### src/rtl/mem_port_arbiter.sv
// mem_port_arbiter: shares one single-port synchronous memory between the
// fetch stage (read-only, port I) and the memory stage (read/write, port D).
// Each access takes IDLE -> ISSUE -> RESP; D has priority unless fetch has
// lost STARVE_LIM consecutive contended arbitrations.
module mem_port_arbiter #(
  parameter int WORD_SIZE  = 16,
  parameter int ADDR_W     = 11,
  parameter int STARVE_LIM = 4
) (
  input  logic                 clk,
  input  logic                 rst,
  // fetch port
  input  logic                 i_req,
  input  logic [ADDR_W-1:0]    i_addr,
  output logic                 i_ack,
  output logic [WORD_SIZE-1:0] i_rdata,
  // data port
  input  logic                 d_req,
  input  logic                 d_we,
  input  logic [ADDR_W-1:0]    d_addr,
  input  logic [WORD_SIZE-1:0] d_wdata,
  output logic                 d_ack,
  output logic [WORD_SIZE-1:0] d_rdata,
  // memory side
  output logic                 mem_read,
  output logic                 mem_write,
  output logic [ADDR_W-1:0]    mem_addr,
  output logic [WORD_SIZE-1:0] mem_wd,
  input  logic [WORD_SIZE-1:0] mem_rd,
  output logic                 busy
);

  typedef enum logic [1:0] {IDLE = 2'd0, ISSUE = 2'd1, RESP = 2'd2} state_e;

  localparam logic [3:0] LIM   = 4'(STARVE_LIM);
  localparam logic       OWN_I = 1'b0;
  localparam logic       OWN_D = 1'b1;

  state_e                state_q, state_d;
  logic                  owner_q;
  logic                  op_q;        // 1 = write
  logic [ADDR_W-1:0]     addr_q;
  logic [WORD_SIZE-1:0]  wdata_q;
  logic [3:0]            starve_q, starve_d;
  logic                  mem_read_q, mem_write_q;
  logic [WORD_SIZE-1:0]  i_rdata_q, d_rdata_q;

  logic contend, force_i, grant_i, grant_d, win;

  // Arbitration on the raw request lines; only acted upon in IDLE
  always_comb begin
    contend = i_req & d_req;
    force_i = (starve_q >= LIM);
    grant_d = d_req & ~(contend & force_i);
    grant_i = i_req & ~grant_d;
    win     = grant_i | grant_d;
  end

  // Starvation counter: counts contended D wins, cleared when fetch is
  // granted or when fetch is not asking at all
  always_comb begin
    starve_d = starve_q;
    if (state_q == IDLE) begin
      if (grant_i || !i_req)
        starve_d = 4'd0;
      else if (contend && grant_d && starve_q != 4'hF)
        starve_d = starve_q + 4'd1;
    end
  end

  // FSM state register
  always_ff @(posedge clk or negedge rst) begin
    if (!rst) state_q <= IDLE;
    else      state_q <= state_d;
  end

  // FSM next state: every granted access runs exactly ISSUE then RESP
  always_comb begin
    state_d = state_q;
    case (state_q)
      IDLE:    if (win) state_d = ISSUE;
      ISSUE:   state_d = RESP;
      RESP:    state_d = IDLE;
      default: state_d = IDLE;
    endcase
  end

  // Grant latching and memory strobes; strobes are flops so that mem_* never
  // sees a combinational path from the request inputs
  always_ff @(posedge clk or negedge rst) begin
    if (!rst) begin
      owner_q     <= OWN_I;
      op_q        <= 1'b0;
      addr_q      <= '0;
      wdata_q     <= '0;
      starve_q    <= 4'd0;
      mem_read_q  <= 1'b0;
      mem_write_q <= 1'b0;
    end else begin
      starve_q    <= starve_d;
      mem_read_q  <= 1'b0;
      mem_write_q <= 1'b0;
      if (state_q == IDLE && win) begin
        owner_q     <= grant_d ? OWN_D : OWN_I;
        op_q        <= grant_d & d_we;
        addr_q      <= grant_d ? d_addr : i_addr;
        wdata_q     <= d_wdata;
        mem_read_q  <= ~(grant_d & d_we);
        mem_write_q <= grant_d & d_we;
      end
    end
  end

  // Hold each port's last returned word once its ack cycle is over
  always_ff @(posedge clk or negedge rst) begin
    if (!rst) begin
      i_rdata_q <= '0;
      d_rdata_q <= '0;
    end else if (state_q == RESP) begin
      if (owner_q == OWN_I)
        i_rdata_q <= mem_rd;
      else if (!op_q)
        d_rdata_q <= mem_rd;
    end
  end

  // FSM outputs: ack to the owner during RESP, read data straight from memory
  always_comb begin
    busy      = (state_q != IDLE);
    i_ack     = (state_q == RESP) && (owner_q == OWN_I);
    d_ack     = (state_q == RESP) && (owner_q == OWN_D);
    i_rdata   = i_ack ? mem_rd : i_rdata_q;
    d_rdata   = d_ack ? mem_rd : d_rdata_q;
    mem_read  = mem_read_q;
    mem_write = mem_write_q;
    mem_addr  = addr_q;
    mem_wd    = wdata_q;
  end

endmodule

### config.mk
export PLATFORM = sky130hd
export DESIGN_NAME = mem_port_arbiter
export DESIGN_NICKNAME = d
export VERILOG_FILES = /design/src/rtl/mem_port_arbiter.sv
export SDC_FILE = /design/constraint.sdc
export NUM_CORES = 1
export LEC_CHECK = 0
export ABC_CLOCK_PERIOD_IN_PS = 2000
export CAP_MARGIN = 10
export CORE_AREA = 2 2 88 90
export CTS_CLUSTER_DIAMETER = 150
export DETAILED_ROUTE_END_ITERATION = 7
export DIE_AREA = 0 0 90 92
export PLACE_DENSITY = 0.89
export SETUP_SLACK_MARGIN = 0.02
export SYNTH_ARGS = -nofsm -noshare
export SYNTH_HDL_FRONTEND = slang
export SYNTH_SLANG_ARGS = --single-unit
### constraint.sdc
create_clock -name clk -period 2 [get_ports clk]
set_clock_uncertainty 0.2 [all_clocks]
set_input_delay 0.2 -clock clk [delete_from_list [all_inputs] [get_ports clk]]
set_output_delay 0.2 -clock clk [all_outputs]
set_load 0.02 [all_outputs]
; ---- Word level (Yosys, flattened, before mapping)
; Cells that the tools add are included.
[totals]
inputBits = 59
out_inout_bits = 64
register_bits = 69
elab_cells = 50
[classes]
n_bitwise = 11
n_mux = 10
n_eq_ne = 4
magnitude_cmp = 1
reduce_logical = 13
n_addsub = 1
[op_table]
columns = operator, count
row1 = two-way mux 16 bit, 2
row2 = two-way mux 11 bit, 1
row3 = two-way mux 4 bit, 2
row4 = bitwise AND 1 bit, 5
row5 = logical AND 1 bit, 5
row6 = inverter 1 bit, 5
row7 = "adder 4 x 1 -> 4 bit, second input constant", 1
row8 = "greater-or-equal comparator 4 x 3 -> 1 bit, second input constant", 1
row9 = "!= test 4 bit, second input constant", 1
row10 = case mux 2 bit (2 select lines), 1
row11 = AND reduction 2 bit, 2
row12 = nonzero test 2 bit, 2
row13 = two-way mux 1 bit, 3
row14 = AND reduction 3 bit, 1
row15 = "equality test 2 x 1 -> 1 bit, second input constant", 1
row16 = "equality test 2 bit, second input constant", 1
row17 = zero test 2 bit, 1
row18 = two-way mux 2 bit, 1
row19 = "!= test 2 bit, second input constant", 1
row20 = zero test 1 bit, 1
row21 = logical OR 1 bit, 1
row22 = bitwise OR 1 bit, 1

; ---- Longest topological paths before layout
[depth]
ltp_word = 9
mapped_depth = 5
mapped_depth_nobuf = 4

; ---- Worst setup path after synthesis
; Ideal clock, no wire load.
[synth_timing]
kind = flip-flop to output port
start = reg owner_q
end = out i_rdata[10]
path_stages_with_launch = 4
setup_slack_ps = 226
t_required_ps = 1600
n_path_buf = 1
arrival_time_ps = 1374
cell_sequence = dfrtp_1 nor3b_4 buf_6 mux2_2
[synth_via]
elab_chain_len = 3
[synth_lines]
columns = item, line
row1 = "start, declared", 40  ; logic owner_q;
row2 = "start signal, assigned", 104  ; owner_q <= grant_d ? OWN_D : OWN_I;
row3 = inverter 1 bit, 130  ; i_ack = (state_q == RESP) && (owner_q == OWN_I);
row4 = logical AND 1 bit, 130
row5 = net i_ack, 15  ; output logic i_ack,
row6 = two-way mux 16 bit, 132  ; i_rdata = i_ack ? mem_rd : i_rdata_q;
row7 = "end, declared", 16  ; output logic [WORD_SIZE-1:0] i_rdata,
; The timed path passes the listed nets, and every way through them passes these cells.

; ---- Worst setup path after layout
[layout_timing]
start = reg owner_q
end = out i_rdata[3]
[layout_via]
elab_chain_len = 3
[layout_lines]
columns = item, line
row1 = inverter 1 bit, 130
row2 = logical AND 1 bit, 130
row3 = two-way mux 16 bit, 132
; No other way between the ends.

==> results.md <==
* Setup Viol. Count Final at 32
* Clk sinks at 69
* Total power draw at 8.70 mW
* Setup ws final at -132 ps
* Critical path class: flop to output pin
* Status: finished with violations
* Routed length per instance at ~17 um
* Static leakage at about 2.2 nW
* Most common cell in the netlist: dfrtp_1
* Pwr/cell area at ~1800 nW/um^2
* Tmin final at between 2000 and 2500 ps
* Total Routing Usage GR at between 10% and 20%
* Synth cell types at 30
* CP dominant cell by count: buf_4
* Drt via density at 4.97
* Post-synth top flop: dfrtp_1
* Fmax at between 0.4 and 0.5 GHz
* Placed cell areas at between 4000 and 5000 um^2
* # DRC at 0
* Worst-skew pair later-pin latency at around 330 ps
* Final Hold Vio Count at 0
* Peak VDD IR at around 1000 uV
* Initial antenna violation count at 0
* Port Buffers at between 100 and 150
* Vias in the first global route at about 2400
* Pin count of the biggest net entering global routing at 39
* Fin Setup TNS at -2140 ps
* Post-synth top cells: dfrtp_1 (69), mux2_2 (46), mux2_4 (18)
* Final Cycle Share at 107%
* CTS root buf: clkbuf_8
* Hold Worst Slack at roughly 180 ps
* Non-Filler Instances at ~470
* Max Cap Viol at 0
* Async SR Flop Fraction at 100%
* # IOs at between 100 and 150
* Yosys Warn Count at 0
* CP top delay family: flip-flops
* Slew @ Worst Pin at ~450 ps
* Relative slew slack at 69.7%
* Area leader, netlist: dfrtp_1
* Syn_area_per_cell at 14.2 um^2
* Global route overflow at 0
* Ranking of synthesized cells by area: dfrtp_1 (56%), mux2_2 (17%), mux2_4 (8.8%), o221ai_1 (3.1%), nand4_1 (2.4%)
* Die area at just over 8000 um^2
* Syn-to-layout area delta at 60.6%
* CP Capture Type: output pin
* Ant diodes at 0
* RSZ-0062 raised after global routing: yes
* Nets@finish at around 430
* Htree depth at 3
* Starting DRC count in detailed routing at 45
* Layout cells sized above 1 at approximately two fifths
* FP Rows at 32
* Worst path arrival time at 1730 ps
* Mapped Cells at around 220
* CP Launch Type: flop
* Synth top area share at 56.2%
* Global-route wire length before repair at 12.4 mm
* Register area share after synthesis at 56.2%
* Post-Syn Area at a little over 3000 um^2
* Failing checks: setup timing
* Initial core utilization at 41.3%
* # fillers at 560
* Worst-path cell chain: nor3b_4 > buf_4 > mux2_4 > buf_4
* Clk buf depth at 2
* Bufs and invs on worst path at 2
* Placer's final routability congestion estimate at between 0.6 and 0.7
* Chip height at ~92 um
* Yosys reg bits at slightly below 70
* Number of routed nets with antenna violations at 0
* Placed Instances at between 400 and 500
* Number of enable flip-flop cells after synthesis at 0
* Pre-antenna DRT Iters at 4
* Hold WC Path Type: primary input to async pin
* Total wire length at roughly 8.0 mm
* Vias at approximately 2300
* Slowest stage delay, CP at around 420 ps
* Core Area at 7450 um^2
* Worst-path fanout max at 4
* Final Cell Area at 4940 um^2
* CTS tree: built
* Final HPWL DP at about 5.2 mm
* Worst-path cell with the longest stage delay: dfrtp_1
* Pins Over Slew Limit at 0
* Clk slew on worst S/H paths at ~70 ps
* WP data required at between 1500 and 2000 ps
* Width of the chip at 90 um
* Net Count, Synth at ~280
* CTS buffer count at 9
[timing repair]
item                       in CTS  in global routing
hold buffers                    1                  0
cloned                          1                  4
hold endpoints to repair       53                  0
gates resized for setup       169                 54
setup buffers                   3                  8
pin swaps                       1                  2
setup endpoints to repair      35                 50
[area by class of cell]
cell class / count / area [um^2] / share of cell area (%)
flip-flops and latches: 69 / 1730 / 35.0
well taps: 102 / 128 / 2.58
clock inverters: 1 / 30.0 / 0.608
multi-input cells: 120 / 1260 / 25.5
clock buffers: 13 / 169 / 3.42
inverters: 14 / 55.1 / 1.12
repair buffers: 152 / 1570 / 31.8
[placed cells by master (no fill, tap or decap), drive strengths merged]
cell type / n
a21oi: 1
a22o: 2
a32o: 1
and2: 2
and3: 2
buf: 61
bufinv: 1
clkbuf: 16
clkdlybuf4s50: 86
dfrtp: 69
dlygate4sd2: 1
dlygate4sd3: 1
ha: 1
inv: 14
mux2: 64
nand2: 3
nand2b: 1
nand3: 11
nand3b: 1
nand4: 12
nor2: 2
nor2b: 1
nor3b: 1
o21ai: 3
o221ai: 11
or2: 1
[flip-flops by register name (all words and copies together) (netlist names)]
register   flops
owner_q        1
d_rdata_q     16
state_q        2
mem_addr      11
starve_q       4
mem_wd        16
mem_read       1
op_q           1
i_rdata_q     16
mem_write      1
[report_power, final]
group / total [mW] / switching, mW / leakage, nW / internal (mW)
sequential: 2.42 / 0.342 / 0.833 / 2.08
combinational: 5.12 / 2.29 / 1.30 / 2.83
clock: 1.16 / 0.493 / 0.102 / 0.666
total: 8.70 / 3.12 / 2.23 / 5.58
[layer usage]
| metal | part of all wire [%] | GRT usage (%) |
|---|---|---|
| met1 | 42 | 23.3 |
| met2 | 50 | 32.0 |
| met3 | 5.8 | 5.18 |
| met4 | 1.8 | 6.92 |
| met5 | 0 | 0 |
[metrics by stage]
stage | worst slack (ps) | util, %
detailed placement | -155 | 60.0
CTS | -197 | 62.9
global placement | -102 | 60.0
global route | -212 | 66.3
finish | -132 | 66.3
floorplan | 226 | -
[final timing paths]
kind                                endpoint         from  slack (ps)  depth (start not counted)
max in group asynchronous          mem_wd[5]          rst         880                          3
min in group clk                   mem_wd[3]   d_wdata[3]         270                          2
worst min-delay path            i_rdata_q[7]          rst         180                          2
worst max-delay path              i_rdata[3]      owner_q        -130                          4
worst max register to register  d_rdata_q[4]   state_q[0]          50                          7
worst min register to register   starve_q[2]  starve_q[2]         300                          2
[cells by family after synthesis]
group,share of synthesized area (%)
DFF,56.2
buffers and inverters,5.13
AOI/OAI and AO/OA,4.68
muxes,25.6
adders and majority gates,0.407
and+or+nand+nor,7.98
Note: power is estimated with default switching activity, not from simulation.
